**src/rtl/sram_scheduler.sv**
```systemverilog
// sram_scheduler: arbitrates the single SRAM port between one-cycle pixel
// read requests from the display side and buffered cell writes from the game
// logic. Reads take priority over writes in IDLE. A write sequence, once it
// has started, always runs to completion. All SRAM-facing strobes, the
// address and the write data are registered.
module sram_scheduler #(
  parameter int unsigned XMAX = 400,
  parameter int unsigned YMAX = 300
) (
  input  logic        clk,
  input  logic        rst,
  input  logic        pix_req,
  input  logic [8:0]  pix_x,
  input  logic [8:0]  pix_y,
  output logic [5:0]  pix_data,
  output logic        pix_valid,
  input  logic        wr_valid,
  input  logic [8:0]  wr_x,
  input  logic [8:0]  wr_y,
  input  logic [5:0]  wr_data,
  output logic        wr_ready,
  output logic        wr_drop,
  output logic        overrun,
  output logic        read,
  output logic        write,
  output logic [8:0]  mem_addr_x,
  output logic [8:0]  mem_addr_y,
  output logic [15:0] data_to_write,
  input  logic [15:0] data_in
);

  // Limits widened by one bit so that the unsigned 9-bit coordinate compares
  // stay exact even for a limit of 512.
  localparam logic [9:0] XLIM = 10'(XMAX);
  localparam logic [9:0] YLIM = 10'(YMAX);

  typedef enum logic [2:0] {
    S_IDLE,
    S_RD_SETUP,
    S_RD_SAMPLE,
    S_WR_SETUP,
    S_WR_PULSE,
    S_WR_HOLD
  } state_t;

  state_t      r_state;
  state_t      w_next_state;

  // One-deep read-request latch
  logic        r_rd_pend;
  logic [8:0]  r_rd_x;
  logic [8:0]  r_rd_y;
  logic        r_overrun;

  // Out-of-range flag of the read currently being sequenced
  logic        r_act_oor;

  // One-deep write buffer
  logic        r_wb_full;
  logic [8:0]  r_wb_x;
  logic [8:0]  r_wb_y;
  logic [5:0]  r_wb_data;
  logic        r_wr_drop;

  // Registered SRAM-side and pixel-side outputs
  logic        r_read;
  logic        r_write;
  logic [8:0]  r_addr_x;
  logic [8:0]  r_addr_y;
  logic [15:0] r_dtw;
  logic        r_pix_valid;
  logic [5:0]  r_pix_data;

  // Combinational helpers
  logic        w_idle;
  logic        w_rd_start;
  logic        w_wr_start;
  logic [8:0]  w_sel_x;
  logic [8:0]  w_sel_y;
  logic        w_sel_oor;
  logic        w_wr_ready;
  logic        w_wr_accept;
  logic        w_wr_oor;
  logic        w_read_nxt;
  logic        w_write_nxt;
  logic [8:0]  w_addr_x_nxt;
  logic [8:0]  w_addr_y_nxt;
  logic [15:0] w_dtw_nxt;
  logic        w_unused_data;

  // Only the low six bits of the SRAM bus carry a cell value.
  assign w_unused_data = ^data_in[15:6];

  assign w_idle      = (r_state == S_IDLE);
  // A pending request is older than a new pix_req, so it is served first.
  assign w_sel_x     = r_rd_pend ? r_rd_x : pix_x;
  assign w_sel_y     = r_rd_pend ? r_rd_y : pix_y;
  assign w_sel_oor   = ({1'b0, w_sel_x} >= XLIM) || ({1'b0, w_sel_y} >= YLIM);
  assign w_rd_start  = w_idle && (r_rd_pend || pix_req);
  assign w_wr_start  = w_idle && r_wb_full && !r_rd_pend && !pix_req;

  assign w_wr_ready  = ~r_wb_full & ~rst;
  assign w_wr_accept = wr_valid && w_wr_ready;
  assign w_wr_oor    = ({1'b0, wr_x} >= XLIM) || ({1'b0, wr_y} >= YLIM);

  // State register
  always_ff @(posedge clk) begin
    // NOTE: every sequential assignment is non-blocking so that all registers
    // update from the same pre-edge values regardless of statement order.
    if (rst) begin
      r_state <= S_IDLE;
    end else begin
      r_state <= w_next_state;
    end
  end

  // Next-state selection: reads beat writes in IDLE, sequences never preempt
  always_comb begin
    // NOTE: a default assignment at the top of every always_comb keeps each
    // path fully specified, so no latch is inferred.
    w_next_state = S_IDLE;
    unique case (r_state)
      S_IDLE: begin
        if (w_rd_start)      w_next_state = S_RD_SETUP;
        else if (w_wr_start) w_next_state = S_WR_SETUP;
        else                 w_next_state = S_IDLE;
      end
      S_RD_SETUP:  w_next_state = S_RD_SAMPLE;
      S_RD_SAMPLE: w_next_state = S_IDLE;
      S_WR_SETUP:  w_next_state = S_WR_PULSE;
      S_WR_PULSE:  w_next_state = S_WR_HOLD;
      S_WR_HOLD:   w_next_state = S_IDLE;
      default:     w_next_state = S_IDLE;
    endcase
  end

  // Output decode: values the registered SRAM outputs take in the next state
  always_comb begin
    w_read_nxt   = 1'b0;
    w_write_nxt  = 1'b0;
    w_addr_x_nxt = r_addr_x;
    w_addr_y_nxt = r_addr_y;
    w_dtw_nxt    = '0;
    unique case (w_next_state)
      S_RD_SETUP: begin
        // Only reachable from IDLE, so the selected request is the one served.
        w_read_nxt   = !w_sel_oor;
        w_addr_x_nxt = w_sel_x;
        w_addr_y_nxt = w_sel_y;
      end
      S_RD_SAMPLE: begin
        w_read_nxt = !r_act_oor;
      end
      S_WR_SETUP: begin
        w_addr_x_nxt = r_wb_x;
        w_addr_y_nxt = r_wb_y;
        w_dtw_nxt    = {10'b0, r_wb_data};
      end
      S_WR_PULSE: begin
        w_write_nxt = 1'b1;
        w_dtw_nxt   = {10'b0, r_wb_data};
      end
      S_WR_HOLD: begin
        w_dtw_nxt = {10'b0, r_wb_data};
      end
      default: begin
        w_read_nxt = 1'b0;
      end
    endcase
  end

  // Registered outputs toward the SRAM controller and the pixel consumer
  always_ff @(posedge clk) begin
    if (rst) begin
      r_read      <= 1'b0;
      r_write     <= 1'b0;
      r_addr_x    <= '0;
      r_addr_y    <= '0;
      r_dtw       <= '0;
      r_pix_valid <= 1'b0;
      r_pix_data  <= '0;
      r_act_oor   <= 1'b0;
    end else begin
      r_read      <= w_read_nxt;
      r_write     <= w_write_nxt;
      r_addr_x    <= w_addr_x_nxt;
      r_addr_y    <= w_addr_y_nxt;
      r_dtw       <= w_dtw_nxt;
      r_pix_valid <= (r_state == S_RD_SAMPLE);
      if (r_state == S_RD_SAMPLE) begin
        r_pix_data <= r_act_oor ? 6'd0 : data_in[5:0];
      end
      if (w_rd_start) begin
        r_act_oor <= w_sel_oor;
      end
    end
  end

  // Read-request latch and sticky overrun flag
  always_ff @(posedge clk) begin
    if (rst) begin
      r_rd_pend <= 1'b0;
      r_overrun <= 1'b0;
    end else begin
      if (pix_req && r_rd_pend) begin
        r_overrun <= 1'b1;
      end
      if (w_rd_start) begin
        r_rd_pend <= 1'b0;
      end else if (pix_req && !r_rd_pend) begin
        r_rd_pend <= 1'b1;
      end
    end
  end

  // Pending-read coordinates, qualified by r_rd_pend
  always_ff @(posedge clk) begin
    // NOTE: payload registers carry no reset; they are only ever read while
    // their valid flag is set, and that flag is reset.
    if (!w_rd_start && pix_req && !r_rd_pend) begin
      r_rd_x <= pix_x;
      r_rd_y <= pix_y;
    end
  end

  // Write-buffer occupancy and drop pulse
  always_ff @(posedge clk) begin
    if (rst) begin
      r_wb_full <= 1'b0;
      r_wr_drop <= 1'b0;
    end else begin
      r_wr_drop <= w_wr_accept && w_wr_oor;
      if (w_wr_accept && !w_wr_oor) begin
        r_wb_full <= 1'b1;
      end else if (r_state == S_WR_HOLD) begin
        r_wb_full <= 1'b0;
      end
    end
  end

  // Write-buffer payload, qualified by r_wb_full
  always_ff @(posedge clk) begin
    if (w_wr_accept && !w_wr_oor) begin
      r_wb_x    <= wr_x;
      r_wb_y    <= wr_y;
      r_wb_data <= wr_data;
    end
  end

  assign wr_ready      = w_wr_ready;
  assign wr_drop       = r_wr_drop;
  assign overrun       = r_overrun;
  assign read          = r_read;
  assign write         = r_write;
  assign mem_addr_x    = r_addr_x;
  assign mem_addr_y    = r_addr_y;
  assign data_to_write = r_dtw;
  assign pix_valid     = r_pix_valid;
  assign pix_data      = r_pix_data;

endmodule

```
**config.mk**
```make
export PLATFORM = sky130hd
export DESIGN_NAME = sram_scheduler
export DESIGN_NICKNAME = d
export VERILOG_FILES = /design/src/rtl/sram_scheduler.sv
export SDC_FILE = /design/constraint.sdc
export NUM_CORES = 1
export LEC_CHECK = 0
export BUFFER_PORTS_ARGS = -buffer_cell sky130_fd_sc_hd__buf_2
export CORE_MARGIN = 5
export CORE_UTILIZATION = 54
export DETAILED_ROUTE_END_ITERATION = 8
export PLACE_DENSITY = 0.82
export SETUP_SLACK_MARGIN = 0.02
export SYNTH_ARGS = -nofsm -noshare
export SYNTH_HDL_FRONTEND = slang
export SYNTH_SLANG_ARGS = --single-unit
export TNS_END_PERCENT = 50
```
**constraint.sdc**
```tcl
create_clock -name clk -period 4.15 [get_ports clk]
set_input_delay 0.83 -clock clk [delete_from_list [all_inputs] [get_ports clk]]
set_output_delay 0.83 -clock clk [all_outputs]
set_load 0.005 [all_outputs]
```
==> Word-level counts from Yosys, hierarchy flattened <==
Index checks and enable logic that the tools add are counted.
{ "word_totals": {"register_bits": 93, "latchBits": 0, "ramBits": 0, "mem_bits_ro": 0, "in_bits": 62, "elab_cells": 75, "memories": 0} }
{ "classes": {"addsub": 0, "mul": 0, "n_div": 0, "order_cmp": 4, "eq_ne": 10, "shift": 0, "muxes": 12, "bitwise": 4, "n_reduce_logical": 26} }
{ "ops": {"columns": ["operator", "count"], "rows": [
  ["$ge A9 B9 Y1 const B", 4],
  ["$pmux W9 S2", 2],
  ["$mux W9", 2],
  ["$eq A3 B2 Y1 const B", 4],
  ["$eq A3 B3 Y1 const B", 4],
  ["$pmux W3 S4", 1],
  ["$logic_and A1 B1 Y1", 11],
  ["$eq A3 B1 Y1 const B", 2],
  ["$logic_not A1 Y1", 6],
  ["$mux W6", 1],
  ["$mux W2", 2],
  ["$reduce_bool A2 Y1", 2],
  ["$reduce_or A2 Y1", 2],
  ["$logic_not A3 Y1", 1],
  ["$logic_or A1 B1 Y1", 3],
  ["$mux W1", 3],
  ["$not A1 Y1", 3],
  ["$reduce_or A3 Y1", 1],
  ["$pmux W1 S2", 1],
  ["$and A1 B1 Y1", 1]
]} }

==> Logic depth before layout (Yosys ltp) <==
{ "logic_depth": {"word_depth": 11, "mapped_depth": 7, "depth_no_buf": 4} }

==> Least setup slack after synthesis <==
OpenSTA, ideal clock, no wires.
{ "synth_timing": {"path_kind": "input-to-reg", "from": "input port wr_x[5]", "to": "register r_wb_data[0] (enable)", "setup_ps": 415, "arrival_ps": 2584, "required_ps": 3735, "path_slack_ps": 1151, "stages": 3, "path_buffers": 0, "cell_sequence": "o311ai_0 -> nand3_1 -> a21oi_1"} }
{ "synth_via": {"elab_chain_cells": 4} }
{ "synth_rtl": {"columns": ["element", "line", "source"], "rows": [
  ["start: declaration", "18", "input logic [8:0] wr_x,"],
  ["$ge A9 B9 Y1", "104", "assign w_wr_oor = ({1'b0, wr_x} >= XLIM) || ({1'b0, wr_y} >= YLIM);"],
  ["$logic_or A1 B1 Y1", "104", null],
  ["$logic_not A1 Y1", "243", "if (w_wr_accept && !w_wr_oor) begin"],
  ["$logic_and A1 B1 Y1", "243", null],
  ["end signal: assignment", "246", "r_wb_data <= wr_data;"],
  ["end: declaration", "62", "logic [5:0] r_wb_data;"]
]} }
Every way passes these cells.
A chain may end at the register's enable or synchronous reset.

==> Worst setup path in the final report <==
{ "layout_timing": {"from": "input port rst", "to": "output port wr_ready"} }
{ "layout_via": {"elab_chain_cells": 2} }
{ "layout_rtl": {"columns": ["element", "line", "source"], "rows": [
  ["start: declaration", "11", "input logic rst,"],
  ["$not A1 Y1", "102", "assign w_wr_ready = ~r_wb_full & ~rst;"],
  ["$and A1 B1 Y1", "102", null],
  ["end: declaration", "21", "output logic wr_ready,"]
]} }
Every way passes these cells.

==> impl_metrics.csv <==
group,metric,value,unit
timing,holdWs,452,ps
die,dieHeight,88.6,µm
synth,yosys_warnings,0,
placed_design,io_buffer_count,87,
cts,clock_tree.root_cell,"clkbuf_8",
cts,cts-htree-levels,3,
cts,ctsResizeCount,0,
global_route,grt_pass1_vias,2261,
timing,final_max_slew_viol_count,0,
die,dieArea,7840,µm²
synth,synth_area_leaders,"edfxtp_1 (38%), dfxtp_1 (25%), mux2_2 (5.4%)",
synth,ys_seq_elements,83,
setup_path,startpoint_type,"input port",
cells_and_area,final_cells,425,
placed_design,placed_cells,409,
placed_design,hpwl,5060,µm
power,p_leak,1.58,nW
detailed_routing,wl,6800,µm
global_route,grt_usage,0.187,
cells_and_area,multi_input_area,1120,µm²
die,ios,108,
detailed_routing,drt.antenna.violating_nets,0,
hold_path,hold_class,"reg -> reg",
die,core-area,5960,µm²
synth,yosysTopAreaCell,"edfxtp_1",
detailed_routing,vias_per_cell,5.38,
cts,cts_hold_buf,0,
global_route,grt-ovfl-total,0,
synth,synth_top_area_frac,0.379,
status,status,"completed",
timing,max_freq,0.407,GHz
cells_and_area,antenna_cells,0,
timing,fin_skew,9.45,ps
global_route,grt_max_degree,32,
power,peakVddDrop,248,µV
synth,yosys_most_used_dff,"edfxtp_1",
cts,clock_tree.buffer_depth,2,
global_route,grt_pass1_wl,11100,µm
setup_path,r2r_cells,3,
synth,synth_common_cells,"edfxtp_1 (42), dfxtp_1 (41), a21oi_1 (16), mux2_2 (16), nand2_1 (15)",
synth,synth-edff-count,42,
detailed_routing,drt_pass1_iterations,4,
detailed_routing,post-route-drc-count,0,
cells_and_area,drive_gt1_frac,0.397,
hold_path,min_path_cells,1,
cells_and_area,final_util,0.662,
setup_path,crit_fanout,31,
setup_path,critical_path_class,"in -> out",
cells_and_area,area_growth,18.3,%
synth,syn_area,3330,µm²
die,start_util,0.559,
cts,cts.sinks,83,
global_route,antenna_found_initial,0,
timing,finalHoldViolCount,0,
timing,setup_tns,0,ps
cells_and_area,fill_cells,456,
timing,fin_ws,1690,ps
detailed_routing,wire_per_inst,16.0,µm
setup_path,cp.required,3320,ps
synth,ys_async_sr_fraction,0,
cts,insertion_delay,350,ps
timing,final.min_clock_period,2460,ps
synth,synth_seq_area_share,0.625,
timing,rsz0062_at_grt,"no",
die,dieWidth,88.6,µm
cells_and_area,final_nets,407,
timing,setup_viol,0,
synth,yosysMostFrequentCell,"edfxtp_1",
setup_path,crit_arrival,1630,ps
cts,cts_tree,"built",
placed_design,gp_congestion,0.738,
cts,path_clk_slew,80,ps
synth,synthCells,260,
die,core.rowCount,28,
cts,post_cts_buffers,0,
timing,period_share,0.592,
timing,slew_headroom,0.224,
cts,numCtsBuffers,9,
power,p_per_area,444,nW/µm²
setup_path,crit_path_end_kind,"primary output",
detailed_routing,drtIter0Drc,163,
detailed_routing,vias,2285,
placed_design,dp_slack,1600,ps
job,drv_cap,0,
timing,max_slew.worst_pin.slew,1160,ps
synth,ys_types,47,
cells_and_area,ff_latch_area,2080,µm²
synth,avgSynthCellArea,12.8,µm²
routing by layer:
metal | up-vias | global-route usage | part of all wire
met5 | - | 0 | 0
met4 | 0 | 0.0673 | 0.013
met3 | 10 | 0.0559 | 0.084
met2 | 77 | 0.286 | 0.47
met1 | 1059 | 0.253 | 0.44
li1 | 1139 | - | -
sequential cells by signal, summed over array words and instances, names as in the netlist:
name           count
mem_addr_x         9
mem_addr_y         9
r_rd_x             9
r_rd_y             9
r_wb_x             9
r_wb_y             9
data_to_write      6
pix_data           6
r_wb_data          6
r_state            3
overrun            1
pix_valid          1
r_act_oor          1
r_rd_pend          1
r_wb_full          1
read               1
wr_drop            1
write              1
metrics by stage:
step,cell area (µm²),power [W]
after floorplan,3370,0.00116
after global placement,3770,0.00124
after detailed placement,3770,0.00126
after CTS,3940,0.00176
after global routing,3940,0.00184
final,3940,0.00175
kinds of logic (layout without fill, tap and decap cells):
logic type             after synthesis  count (layout)  synth area share
AOI/OAI and AO/OA                   72              72             0.175
buffers and inverters               28             109            0.0511
muxes                               17              17            0.0571
and+or+nand+nor                     59              59            0.0913
DFF                                 83              83             0.625
other                                1              10           0.00113
critical path: stages:
cell,delay (ps)
buf_2,460
nor2_1,160
buf_2,170
where the power goes:
part	total [W]	leakage (nW)	internal (W)	switching, W
combinational	0.000266	0.770	0.000122	0.000144
sequential	0.000971	0.721	0.000926	0.0000446
clock	0.000513	0.0880	0.000221	0.000292
total	0.00175	1.58	0.00127	0.000480
layout by cell type (no fill, tap or decap), drive strengths merged, types with 2 or more instances in the layout:
cell type,count
edfxtp,42
nand2b,2
a31oi,2
o22ai,5
conb,10
nor4,3
o21ai,2
nor2b,3
dfxtp,41
clkbuf,9
buf,90
nand2,15
nand3,2
a21oi,19
clkinv,3
nor3b,2
a211o,12
nor3,9
and2,6
mux2,16
o21a,2
o211ai,11
inv,6
a211oi,3
a22o,6
o311ai,2
nor2,13
final timing paths:
check / start / to / slack (ps)
worst max-delay path: rst / wr_ready / 1690
worst min-delay path: r_wb_data[0] / data_to_write[0] / 450
worst max register to register: r_rd_pend / mem_addr_x[8] / 1770
worst min register to register: r_wb_data[0] / data_to_write[0] / 450
layout make-up:
type | instances | area share
Clock buffer | 9 | 0.0314
Inverter | 3 | 0.00286
Clock inverter | 7 | 0.0130
Tap cell | 75 | 0.0238
Timing Repair Buffer | 90 | 0.116
Multi-Input combinational cell | 158 | 0.285
Sequential cell | 83 | 0.528
Power figures use the tool's default switching activity.
